==> src/rtl/datapath_pkg.sv <==
// datapath_pkg: shared state, ALU, shifter and writeback-source encodings for datapath_seq
package datapath_pkg;
  typedef enum logic [2:0] {IDLE, LOADA, LOADB, EXEC, WB} state_t;
  typedef enum logic [1:0] {ADD, SUB, AND, NOT} alu_op_t;
  typedef enum logic [1:0] {NONE, LSL1, LSR1, ASR1} shift_t;
  typedef enum logic [1:0] {VS_C, VS_PC, VS_IMM8, VS_MDATA} vsel_t;
endpackage

==> src/rtl/regfile_param.sv <==
// regfile_param: NREGS x WIDTH register file, async reset, one combinational read, one sync write
module regfile_param #(
  parameter int WIDTH = 16,
  parameter int NREGS = 8,
  localparam int RW = $clog2(NREGS)
) (
  input  logic             clk,
  input  logic             reset_n,
  input  logic             i_we,
  input  logic [RW-1:0]    i_waddr,
  input  logic [WIDTH-1:0] i_wdata,
  input  logic [RW-1:0]    i_raddr,
  output logic [WIDTH-1:0] o_rdata
);
  logic [WIDTH-1:0] r_mem [NREGS];
  assign o_rdata = r_mem[i_raddr];
  always_ff @(posedge clk or negedge reset_n)
    if (!reset_n) r_mem <= '{default: '0};
    else if (i_we) r_mem[i_waddr] <= i_wdata;
endmodule

==> src/rtl/datapath_seq.sv <==
// datapath_seq: self-sequenced datapath; one op per handshake runs LOADA, LOADB, EXEC, WB
module datapath_seq
  import datapath_pkg::*;
#(
  parameter int WIDTH = 16,
  parameter int NREGS = 8,
  parameter int PCW = 8,
  localparam int RW = $clog2(NREGS)
) (
  input  logic             clk,
  input  logic             reset_n,
  input  logic             op_valid,
  output logic             op_ready,
  input  logic [RW-1:0]    rd_a,
  input  logic [RW-1:0]    rd_b,
  input  logic [RW-1:0]    wr_num,
  input  logic             wr_en,
  input  logic [1:0]       vsel,
  input  logic [1:0]       shift,
  input  logic [1:0]       alu_op,
  input  logic             asel,
  input  logic             bsel,
  input  logic [WIDTH-1:0] sximm5,
  input  logic [WIDTH-1:0] sximm8,
  input  logic [PCW-1:0]   pc,
  input  logic [WIDTH-1:0] mdata,
  output logic [WIDTH-1:0] C,
  output logic             N,
  output logic             V,
  output logic             Z,
  output logic             done
);
  state_t           r_state, w_next;
  logic [RW-1:0]    r_rd_a, r_rd_b, r_wr_num, w_raddr;
  logic             r_wr_en, r_asel, r_bsel, w_accept, w_v, w_we;
  vsel_t            r_vsel;
  shift_t           r_shift;
  alu_op_t          r_alu_op;
  logic [PCW-1:0]   r_pc;
  logic [WIDTH-1:0] r_sximm5, r_sximm8, r_a, r_b;
  logic [WIDTH-1:0] w_rdata, w_ain, w_bsh, w_bin, w_res, w_wdata;
  assign op_ready = r_state == IDLE;
  assign done = r_state == WB;
  assign w_accept = op_valid && op_ready;
  always_comb begin
    w_next = r_state;
    case (r_state)
      IDLE:    w_next = w_accept ? LOADA : IDLE;
      LOADA:   w_next = LOADB;
      LOADB:   w_next = EXEC;
      EXEC:    w_next = WB;
      default: w_next = IDLE;
    endcase
  end
  always_ff @(posedge clk or negedge reset_n)
    if (!reset_n) r_state <= IDLE;
    else r_state <= w_next;
  always_ff @(posedge clk or negedge reset_n)
    if (!reset_n) begin
      r_rd_a <= '0;
      r_rd_b <= '0;
      r_wr_num <= '0;
      r_wr_en <= 1'b0;
      r_vsel <= VS_C;
      r_shift <= NONE;
      r_alu_op <= ADD;
      r_asel <= 1'b0;
      r_bsel <= 1'b0;
      r_sximm5 <= '0;
      r_sximm8 <= '0;
      r_pc <= '0;
    end else if (w_accept) begin
      r_rd_a <= rd_a;
      r_rd_b <= rd_b;
      r_wr_num <= wr_num;
      r_wr_en <= wr_en;
      r_vsel <= vsel_t'(vsel);
      r_shift <= shift_t'(shift);
      r_alu_op <= alu_op_t'(alu_op);
      r_asel <= asel;
      r_bsel <= bsel;
      r_sximm5 <= sximm5;
      r_sximm8 <= sximm8;
      r_pc <= pc;
    end
  // single read port is shared: LOADB reads B, every other state presents A
  assign w_raddr = r_state == LOADB ? r_rd_b : r_rd_a;
  always_ff @(posedge clk or negedge reset_n)
    if (!reset_n) begin
      r_a <= '0;
      r_b <= '0;
    end else begin
      if (r_state == LOADA) r_a <= w_rdata;
      if (r_state == LOADB) r_b <= w_rdata;
    end
  always_comb begin
    w_ain = r_asel ? '0 : r_a;
    w_bsh = r_shift == LSL1 ? {r_b[WIDTH-2:0], 1'b0} :
            r_shift == LSR1 ? {1'b0, r_b[WIDTH-1:1]} :
            r_shift == ASR1 ? {r_b[WIDTH-1], r_b[WIDTH-1:1]} : r_b;
    w_bin = r_bsel ? r_sximm5 : w_bsh;
    w_res = r_alu_op == ADD ? w_ain + w_bin :
            r_alu_op == SUB ? w_ain - w_bin :
            r_alu_op == AND ? w_ain & w_bin : ~w_bin;
    w_v = r_alu_op == ADD ? (w_ain[WIDTH-1] == w_bin[WIDTH-1]) && (w_res[WIDTH-1] != w_ain[WIDTH-1]) :
          r_alu_op == SUB ? (w_ain[WIDTH-1] != w_bin[WIDTH-1]) && (w_res[WIDTH-1] != w_ain[WIDTH-1]) : 1'b0;
    w_wdata = r_vsel == VS_C ? C :
              r_vsel == VS_PC ? WIDTH'(r_pc) :
              r_vsel == VS_IMM8 ? r_sximm8 : mdata;
  end
  always_ff @(posedge clk or negedge reset_n)
    if (!reset_n) begin
      C <= '0;
      N <= 1'b0;
      V <= 1'b0;
      Z <= 1'b0;
    end else if (r_state == EXEC) begin
      C <= w_res;
      N <= w_res[WIDTH-1];
      V <= w_v;
      Z <= w_res == '0;
    end
  assign w_we = r_state == WB && r_wr_en;
  regfile_param #(.WIDTH(WIDTH), .NREGS(NREGS)) u_rf (
    .clk     (clk),
    .reset_n (reset_n),
    .i_we    (w_we),
    .i_waddr (r_wr_num),
    .i_wdata (w_wdata),
    .i_raddr (w_raddr),
    .o_rdata (w_rdata)
  );
endmodule

==> config.mk <==
export PLATFORM = sky130hd
export DESIGN_NAME = datapath_seq
export DESIGN_NICKNAME = d
export VERILOG_FILES = /design/src/rtl/datapath_pkg.sv /design/src/rtl/regfile_param.sv /design/src/rtl/datapath_seq.sv
export SDC_FILE = /design/constraint.sdc
export NUM_CORES = 1
export LEC_CHECK = 0
export CAP_MARGIN = 20
export CELL_PAD_IN_SITES_DETAIL_PLACEMENT = 2
export CELL_PAD_IN_SITES_GLOBAL_PLACEMENT = 2
export CORE_UTILIZATION = 41
export DETAILED_ROUTE_END_ITERATION = 10
export PLACE_DENSITY_LB_ADDON = 0.1
export SLEW_MARGIN = 20
export SYNTH_ARGS = -nofsm -noshare
export SYNTH_HDL_FRONTEND = slang
export SYNTH_SLANG_ARGS = --single-unit
==> constraint.sdc <==
create_clock -name clk -period 5.5 [get_ports clk]
set_input_delay 0.825 -clock clk [delete_from_list [all_inputs] [get_ports clk]]
set_output_delay 0.825 -clock clk [all_outputs]
set_load 0.05 [all_outputs]
== Yosys cells after proc, flatten, opt, wreduce, memory -nomap -nowiden ==
Cells that the tools add are included.
Word-level totals
  bits of input ports: 77
  word-level logic and storage cells: 81
  bits in registers: 240
  output and inout bits: 21
Operators by class
  order comparisons: 3
  $add $sub $neg: 2
  reductions and logical operators: 9
  bitwise logic cells: 4
  equality and inequality tests: 14
  mux-type cells: 22
Operator list (count)
  16-bit two-way mux: 13
  128-bit bitwise mux: 1
  16-bit binary-select mux with 3-bit select: 1
  16-bit demux with 3-bit select: 1
  16-bit adder: 1
  16-bit bitwise AND: 1
  16-bit zero test: 1
  16-bit NOT: 1
  16-bit subtractor: 1
  15-bit two-way mux: 1
  3-bit case mux with 4 select lines: 1
  2-bit == test, second input constant: 4
  4-bit >= comparator, second input constant: 2
  3-bit NOT with 4-bit output: 2
  2-bit by 1-bit == test with 1-bit output, second input constant: 3
  3-bit by 2-bit == test with 1-bit output, second input constant: 2
  1-bit logical AND: 5
  2-bit zero test: 2
  4-bit by 1-bit less-than comparator with 1-bit output, second input constant: 1
  3-bit by 1-bit == test with 1-bit output, second input constant: 1
  3-bit == test, second input constant: 1
  3-bit zero test: 1
  1-bit two-way mux: 3
  3-bit two-way mux: 1
  other kinds (2): 3

== Logic depth before layout (Yosys ltp) ==
Gate-level depths: netlist (run 1).
  depth after elaboration: 13
  depth in mapped cells: 16
  mapped depth without buffers: 14

== Hierarchy ==
Synthesis (run 1) repeated with hierarchy kept, for this count alone.
Unflattened totals
  cell total of the unflattened synthesis: 1025
  area, all modules: 13037.5 µm²
Modules (own cells, without submodules)
  datapath_seq: area each 7108.1 µm², instances 1, sequential area each 2777.7 µm², cells an instance 689
  regfile_param: area each 5929.4 µm², instances 1, sequential area each 3203.1 µm², cells an instance 336

== Worst setup path before layout (run 1) ==
No wires, ideal clock.
  path kind: reg-to-reg
  from: register r_shift[1]
  to: register Z
  setup time: 0.076 ns
  arrival time: 3.514 ns
  path buffers: 2
  required time: 5.424 ns
  slack: 1.910 ns
  clock period less this slack: 3.590 ns
  cell stages (with the launch flop): 15
  cells stage by stage: dfrtp_1 > buf_2 > clkbuf_1 > a221oi_1 > a21oi_1 > ha_1 > fa_1 > a211oi_2 > nor2_1 > xnor2_1 > mux4_1 > nor4_2 > nand4_1 > or4_1 > o21ai_1
On the way
  word-level cells in the longest chain between the ends: 10
  elaborated cells between the ends (all ways): 15
  those cells by class: add/sub: 2; eq/ne: 3; mux: 7; bitwise: 2; reduce/logical: 1
Ends and longest elaborated chain
  start: declaration: RTL line datapath_seq.sv:37  | shift_t r_shift;
  start signal: assignment: RTL line datapath_seq.sv:78  | r_shift <= shift_t'(shift);
  2-bit == test: RTL line datapath_seq.sv:100  | r_shift == ASR1 ? {r_b[WIDTH-1], r_b[WIDTH-1:1]} : r_b;
  15-bit two-way mux: RTL line datapath_seq.sv:100
  16-bit two-way mux: RTL line datapath_seq.sv:99  | r_shift == LSR1 ? {1'b0, r_b[WIDTH-1:1]} :
  16-bit two-way mux (*): RTL line datapath_seq.sv:98  | w_bsh = r_shift == LSL1 ? {r_b[WIDTH-2:0], 1'b0} :
  16-bit two-way mux (*): RTL line datapath_seq.sv:101  | w_bin = r_bsel ? r_sximm5 : w_bsh;
  parallel branches: the longest is 3 deep, another holds 16-bit subtractor
  16-bit two-way mux (*): RTL line datapath_seq.sv:102  | w_res = r_alu_op == ADD ? w_ain + w_bin :
  16-bit zero test (*): RTL line datapath_seq.sv:121  | Z <= w_res == '0;
  end signal: assignment: RTL line datapath_seq.sv:116  | Z <= 1'b0;
  end signal: assignment: RTL line datapath_seq.sv:121
  end: declaration: RTL line datapath_seq.sv:30  | output logic Z,
Mark *: on every way between the ends.
A chain may end at the register's enable or synchronous reset.

== Worst setup path in the final report (run 1) ==
  from: register r_shift[0]
  to: register Z
The elaborated chain is that of the path after synthesis.

==> metrics.md, run 1 <==
| Metric | Value |
|---|---|
| F_max | 222.2 MHz |
| Die Width | 180.8 um |
| Remaining max-slew budget at the tightest pin | 19.43% |
| Mapped Area | 13100 um2 |
| Avg Vias per Cell | 5.982 |
| Hold Worst Slack | 0.2980 ns |
| Sequential share of the synthesized area | 45.65% |
| Floorplan die height | 180.8 um |
| DR pass1 iterations | 6 |
| Via count of the routed design | 10.93k |
| Main flop type after synthesis | sky130_fd_sc_hd__dfrtp_1 |
| Clock slew at reported path FFs | 0.07 ns |
| Commonest non-fill, non-tap cell in the layout | sky130_fd_sc_hd__dfrtp_1 |
| Layout cell share with drive strength beyond 1 | 16.98% |
| Biggest area contributors in the synthesized netlist | sky130_fd_sc_hd__dfrtp_1 46%, sky130_fd_sc_hd__mux2_2 11%, sky130_fd_sc_hd__nand2_1 6.3% |
| Clock insertion delay at the later pin of the skew report | 0.59 ns |
| Critical Path Most Common Cell | sky130_fd_sc_hd__nor2_1 |
| Final weighted congestion in routability-driven placement | 0.9861 |
| Async set-or-reset flop fraction in the synthesized netlist | 100.0% |
| Buffers & Inverters on Critical Path | 0 |
| Startpoint class of the critical path | flop |
| Full die area | 32670 um2 |
| Net count after synthesis | 1457 |
| Maximum clock insertion buffer count | 3 |
| ANT cells | 0 |
| Global-route wire length before repair | 74770 um |
| Number of gates resized after cts | 0 |
| Number of design-rule violations left by the first detailed-router iteration | 535 |
| Transition time at the pin with the least slew margin | 1.209 ns |
| Flops & latches, synth | 239 |
| I/O pin total | 98 |
| Placed wire-length estimate after detailed placement | 34070 um |
| Worst setup EP type | flop |
| Antenna violations before repair | 0 |
| Period utilization | 81.83% |
| Core footprint | 31470 um2 |
| Minimum clock period | 4.501 ns |
| Total Neg Setup Slack | 0 ns |
| Number of hold-repair buffers added at the cts stage | 0 |
| Detailed-route DRC error count | 0 |
| Initial core utilization | 41.63% |
| Depth of the CTS H-tree | 1 |
| Outcome | complete, no violations |
| Final Max Tran Viols | 0 |
| Class of the worst hold path | primary input to async pin |
| Number of endpoints failing setup at the final stage | 0 |
| Number of post-CTS setup repair buffers | 0 |
| Maximum capacitance violations | 0 |
| Largest net degree at the start of global routing | 101 |
| Average detailed-routed wire length per instance | 26.56 um |
| Final setup margin | 0.9994 ns |
| CP cell instances | nor2_1 > a221oi_1 > a21oi_1 > ha_1 > fa_1 > a211oi_2 > nor2_1 > xnor2_1 > mux4_1 > nor4_2 > nand4_1 > or4_1 > o21ai_1 |
| Kind of cell adding the most delay to the critical path | simple AND/OR/NAND/NOR gates |
| Commonest non-fill, non-tap cells in the layout | 239 x sky130_fd_sc_hd__dfrtp_1, 220 x sky130_fd_sc_hd__nand2_1, 130 x sky130_fd_sc_hd__mux2_2, 99 x sky130_fd_sc_hd__nor2_1, 96 x sky130_fd_sc_hd__clkdlybuf4s50_1 |
| TritonCTS clock tree | built |
| Hold Violations, Final | 0 |
| Mean area per synthesized cell | 9.726 um2 |
| RSZ-0062 raised after global routing | no |
| Number of enable-type register cells in the synthesized netlist | 0 |
| Crit path required time | 5.99 ns |
| All-layer global routing usage | 30.12% |
| Synth-to-layout area growth | 17.10% |
| Setup Crit Path Kind | flop to flop |
| Number of warnings issued by yosys | 0 |
| Total Routed Length | 48530 um |
| Post-route insts no fill | 1827 |
| Number of placed instances, taps included | 1777 |
| FP Rows | 65 |
| Clk root buf | sky130_fd_sc_hd__clkbuf_16 |
| Biggest area consumer among synthesized cells | sky130_fd_sc_hd__dfrtp_1 |
| Vias in the first global route | 12.27k |
| Setup slack at placement | 1.059 ns |
| Total number of nets in the final design | 1515 |
| Post-route clock skew | 0.04210 ns |
| Fraction of post-synthesis cell area in the top cell type by area | 45.65% |
| Critical path fanouts, max | 18 |
| TritonCTS Sinks | 239 |
| Largest stage delay on the critical path | 0.90 ns |
| # fillers | 3299 |
| Port-buffer cells | 97 |
| Synth cell types | 81 |
| Slowest CP cell | sky130_fd_sc_hd__dfrtp_1 |
| Total congestion overflow after global routing | 0 |
| ANT nets after route | 0 |
| Num CTS Buffers | 28 |
| Arr. time, crit path | 4.99 ns |
| Post-synthesis instance total | 1347 |
-- layer usage --
metal	share of wire, %	global-route usage, %	up-vias
met2	52	54.01	191
met4	3.8	11.42	0
met5	0	0	-
li1	-	-	4894
met1	41	36.99	5756
met3	3.1	3.487	89
-- kinds of logic (layout without fill, tap and decap cells) --
| group | Yosys count | in the layout | synth area share (%) |
|---|---|---|---|
| adder cells (fa/ha/maj) | 33 | 33 | 3.266 |
| flip-flops | 239 | 239 | 45.65 |
| XOR/XNOR | 9 | 9 | 0.6017 |
| multiplexers | 174 | 174 | 15.52 |
| buffers and inverters | 125 | 203 | 3.992 |
| AO/OA/AOI/OAI | 277 | 277 | 13.57 |
| AND/OR/NAND/NOR | 490 | 490 | 17.40 |
-- metrics by stage --
step / cell area (um2) / util (%)
floorplan: 13100 / -
global placement: 14430 / 45.83
detailed placement: 14430 / 45.83
CTS: 15340 / 48.74
global route: 15340 / 48.74
finish: 15340 / 48.74
-- path summary, 6_finish.rpt --
kind,startpoint,to,slack (ns),cells after the start
setup reg to reg,r_shift[0]$_DFFE_PN0P_,Z$_DFFE_PN0P_,1.0,13
hold reg to reg,u_rf.r_mem[72]$_DFFE_PN0P_,u_rf.r_mem[72]$_DFFE_PN0P_,0.48,2
min in group clk,u_rf.r_mem[72]$_DFFE_PN0P_,u_rf.r_mem[72]$_DFFE_PN0P_,0.48,2
max in group asynchronous,reset_n,r_sximm5[7]$_DFFE_PN0P_,4.02,2
setup / recovery,r_shift[0]$_DFFE_PN0P_,Z$_DFFE_PN0P_,1.0,13
hold / removal,reset_n,r_sximm8[12]$_DFFE_PN0P_,0.30,1
-- flip-flops by register name (all words and copies together) (netlist names), 2 cells and up --
signal / count
r_pc: 8
r_wr_num: 3
r_a: 16
u_rf.r_mem: 128
r_alu_op: 2
r_rd_a: 3
C: 16
r_rd_b: 3
r_state: 3
r_sximm5: 16
r_b: 16
r_vsel: 2
r_sximm8: 16
r_shift: 2
-- synth_stat cells, types with 10 or more instances --
cell and n:
sky130_fd_sc_hd__o21ai_0 62, sky130_fd_sc_hd__buf_2 15, sky130_fd_sc_hd__nor2_1 100, sky130_fd_sc_hd__nand3_1 44, sky130_fd_sc_hd__o21ai_1 10, sky130_fd_sc_hd__mux2i_1 28, sky130_fd_sc_hd__a31oi_1 19, sky130_fd_sc_hd__a22oi_1 12
sky130_fd_sc_hd__ha_1 31, sky130_fd_sc_hd__nand2_1 220, sky130_fd_sc_hd__mux2_2 130, sky130_fd_sc_hd__nor3_1 12, sky130_fd_sc_hd__nor3b_1 11, sky130_fd_sc_hd__clkbuf_1 68, sky130_fd_sc_hd__a21oi_1 86, sky130_fd_sc_hd__inv_1 30
sky130_fd_sc_hd__nor2b_1 23, sky130_fd_sc_hd__and3_1 22, sky130_fd_sc_hd__dfrtp_1 239, sky130_fd_sc_hd__or3_1 11, sky130_fd_sc_hd__a311oi_1 16
-- area by class of cell --
class	count	area [um2]	area share, %
Inverter	33	123.9	0.8074
Tap cell	402	503.0	3.279
Multi-Input combinational cell	983	6656	43.39
Clock buffer	41	839.6	5.473
Sequential cell	239	5981	38.99
Timing Repair Buffer	120	1161	7.569
Clock inverter	9	76.32	0.4975
Power of run 1 is left out: the tool's default activity adds up to more than one toggle a clock period on the data nets, which glitch-free logic cannot reach.
==> run 2, diff against run 1 <==
--- a/config.mk
+++ b/config.mk
@@ -8,7 +8,7 @@
 export CAP_MARGIN = 20
 export CELL_PAD_IN_SITES_DETAIL_PLACEMENT = 2
 export CELL_PAD_IN_SITES_GLOBAL_PLACEMENT = 2
-export CORE_UTILIZATION = 41
+export CORE_UTILIZATION = 38
 export DETAILED_ROUTE_END_ITERATION = 10
 export PLACE_DENSITY_LB_ADDON = 0.1
 export SLEW_MARGIN = 20
==> constraint.sdc (replaced) <==
create_clock -name clk -period 4.37 [get_ports clk]
set_input_delay 0.6555 -clock clk [delete_from_list [all_inputs] [get_ports clk]]
set_output_delay 0.6555 -clock clk [all_outputs]
set_load 0.05 [all_outputs]
==> run 2 against run 1 <==
Sequential share of layout area shrank 0.79 points. Clock skew shrank 0.027 ns. Worst setup slack lost 0.66 ns. Global-route usage shrank 3.3 points. First-iteration DRC count grew 14%. Non-clock buffer count grew 14. Final area grew 2.1%. Maximum frequency grew 12%. Utilization shrank 2.3 points.
==> metrics.md, run 2 (synthesis gave the netlist of run 1 again) <==
| Metric | Value |
|---|---|
| Commonest non-fill, non-tap cells in the layout | 238 x sky130_fd_sc_hd__dfrtp_1, 219 x sky130_fd_sc_hd__nand2_1, 130 x sky130_fd_sc_hd__mux2_2, 99 x sky130_fd_sc_hd__nor2_1, 96 x sky130_fd_sc_hd__clkdlybuf4s50_1 (was 239 x sky130_fd_sc_hd__dfrtp_1, 220 x sky130_fd_sc_hd__nand2_1, 130 x sky130_fd_sc_hd__mux2_2, 99 x sky130_fd_sc_hd__nor2_1, 96 x sky130_fd_sc_hd__clkdlybuf4s50_1) |
| Largest net degree at the start of global routing | 118 (was 101) |
| Final weighted congestion in routability-driven placement | 0.8773 (was 0.9861) |
| Critical Path Most Common Cell | sky130_fd_sc_hd__nor2_1 (unchanged) |
| Average detailed-routed wire length per instance | 24.72 um (was 26.56 um) |
| Remaining max-slew budget at the tightest pin | 22.03% (was 19.43%) |
| Total Neg Setup Slack | 0 ns (unchanged) |
| Startpoint class of the critical path | flop (unchanged) |
| Clk root buf | sky130_fd_sc_hd__clkbuf_16 (unchanged) |
| Total number of nets in the final design | 1530 (was 1515) |
| Antenna violations before repair | 0 (unchanged) |
| CP Launch Point | r_shift[0]$_DFFE_PN0P_ (unchanged) |
| Number of gates resized after cts | 0 (unchanged) |
| F_max | 248.3 MHz (was 222.2 MHz) |
| ANT nets after route | 0 (unchanged) |
| Global-route wire length before repair | 73080 um (was 74770 um) |
| Clock insertion delay at the later pin of the skew report | 0.58 ns (was 0.59 ns) |
| Post-route clock skew | 0.01501 ns (was 0.04210 ns) |
| Number of design-rule violations left by the first detailed-router iteration | 610 (was 535) |
| TritonCTS Sinks | 239 (unchanged) |
| Number of endpoints failing setup at the final stage | 0 (unchanged) |
| I/O pin total | 98 (unchanged) |
| Placed wire-length estimate after detailed placement | 32830 um (was 34070 um) |
| FP Rows | 67 (was 65) |
| Via count of the routed design | 10.77k (was 10.93k) |
| Class of the worst hold path | primary input to async pin (unchanged) |
| Total Routed Length | 46720 um (was 48530 um) |
| Final Max Tran Viols | 0 (unchanged) |
| All-layer global routing usage | 26.84% (was 30.12%) |
| Num CTS Buffers | 29 (was 28) |
| Die Width | 187.7 um (was 180.8 um) |
| Core footprint | 33700 um2 (was 31470 um2) |
| Vias in the first global route | 12.05k (was 12.27k) |
| Minimum clock period | 4.028 ns (was 4.501 ns) |
| Beginning of the worst register-to-register path | r_shift[0]$_DFFE_PN0P_ (unchanged) |
| Synth-to-layout area growth | 19.55% (was 17.10%) |
| Critical path fanouts, max | 11 (was 18) |
| Kind of cell adding the most delay to the critical path | compound AO/OA/AOI/OAI gates (was simple AND/OR/NAND/NOR gates) |
| Clock slew at reported path FFs | 0.07 ns (about the same) |
| Buffers & Inverters on Critical Path | 1 (was 0) |
| TritonCTS clock tree | built (unchanged) |
| CP cell instances | buf_4 > nor2_1 > a221oi_1 > a21oi_1 > ha_1 > fa_1 > a211oi_2 > o21a_1 > nor2_1 > or3_1 > a32oi_1 > o2111ai_1 > or4_1 > o21ai_1 (was nor2_1 > a221oi_1 > a21oi_1 > ha_1 > fa_1 > a211oi_2 > nor2_1 > xnor2_1 > mux4_1 > nor4_2 > nand4_1 > or4_1 > o21ai_1) |
| Arr. time, crit path | 4.52 ns (was 4.99 ns) |
| Setup Crit Path Kind | flop to flop (unchanged) |
| ANT cells | 0 (unchanged) |
| Slowest CP cell | sky130_fd_sc_hd__or4_1 (was sky130_fd_sc_hd__dfrtp_1) |
| Maximum capacitance violations | 0 (unchanged) |
| RSZ-0062 raised after global routing | no (unchanged) |
| Port-buffer cells | 97 (unchanged) |
| Initial core utilization | 38.88% (was 41.63%) |
| Worst setup EP type | flop (unchanged) |
| Largest register by flop count | u_rf.r_mem (unchanged) |
| DR pass1 iterations | 5 (was 6) |
| Detailed-route DRC error count | 0 (unchanged) |
| Number of post-CTS setup repair buffers | 0 (unchanged) |
| Minimum setup slack among reg-to-reg paths | 0.34 ns (was 1.0 ns) |
| Depth of the CTS H-tree | 1 (unchanged) |
| Layout cell share with drive strength beyond 1 | 18.24% (was 16.98%) |
| Maximum clock insertion buffer count | 3 (unchanged) |
| Hold Violations, Final | 0 (unchanged) |
| Commonest non-fill, non-tap cell in the layout | sky130_fd_sc_hd__dfrtp_1 (unchanged) |
| Period utilization | 92.17% (was 81.83%) |
| Largest stage delay on the critical path | 0.49 ns (was 0.90 ns) |
| Number of cells on the worst reg-to-reg path | 14 (was 13) |
| Total congestion overflow after global routing | 0 (unchanged) |
| Number of hold-repair buffers added at the cts stage | 0 (unchanged) |
| Outcome | complete, no violations (unchanged) |
| FF-to-FF End | Z$_DFFE_PN0P_ (unchanged) |
| Flip-flop count of the largest register after layout | 128 (unchanged) |
| Floorplan die height | 187.7 um (was 180.8 um) |
| Full die area | 35220 um2 (was 32670 um2) |
| Transition time at the pin with the least slew margin | 1.164 ns (was 1.209 ns) |
| Avg Vias per Cell | 5.698 (was 5.982) |
| Crit path required time | 4.87 ns (was 5.99 ns) |
[run 2: cell type report]
class	count	area (um2)
multi-input cells	983	6659
fillers	3545	18040
inverters	33	123.9
flip-flops and latches	239	5982
clock buffers	40	857.1
well taps	448	560.5
clock inverters	13	158.9
repair buffers	134	1321
[run 2: metal layers]
| metal | vias to the layer above | global-route usage (%) | share of wire (%) |
|---|---|---|---|
| met5 | - | 0 | 0 |
| met4 | 0 | 6.785 | 2.5 |
| met3 | 58 | 2.433 | 2.4 |
| met2 | 151 | 48.70 | 52 |
| met1 | 5641 | 34.13 | 44 |
| li1 | 4920 | - | - |
[run 2: stage by stage]
stage	setup slack [ns]	hold slack, ns	cells	utilization [%]	area (um2)
6_report	0.3420	0.09160	1890	46.48	15660
3_5_place_dp	0.3138	0.4730	1836	43.38	14620
5_1_grt	0.1218	0.2032	1890	46.48	15660
2_1_floorplan	0.7797	0.3599	1347	-	13100
3_3_place_gp	0.4171	0.4624	1836	43.38	14620
4_1_cts	0.2736	0.1869	1889	46.39	15630
[run 2: worst max path at each step]
stage / end / slack (ns) / cells past startpoint
6_report: Z$_DFFE_PN0P_ / 0.34 / 14
5_1_grt: Z$_DFFE_PN0P_ / 0.12 / 14
4_1_cts: Z$_DFFE_PN0P_ / 0.27 / 12
3_5_place_dp: Z$_DFFE_PN0P_ / 0.31 / 12
3_3_place_gp: Z$_DFFE_PN0P_ / 0.42 / 12
2_1_floorplan: Z$_DFFE_PN0P_ / 0.78 / 14
Power of run 2 is left out for the same reason.
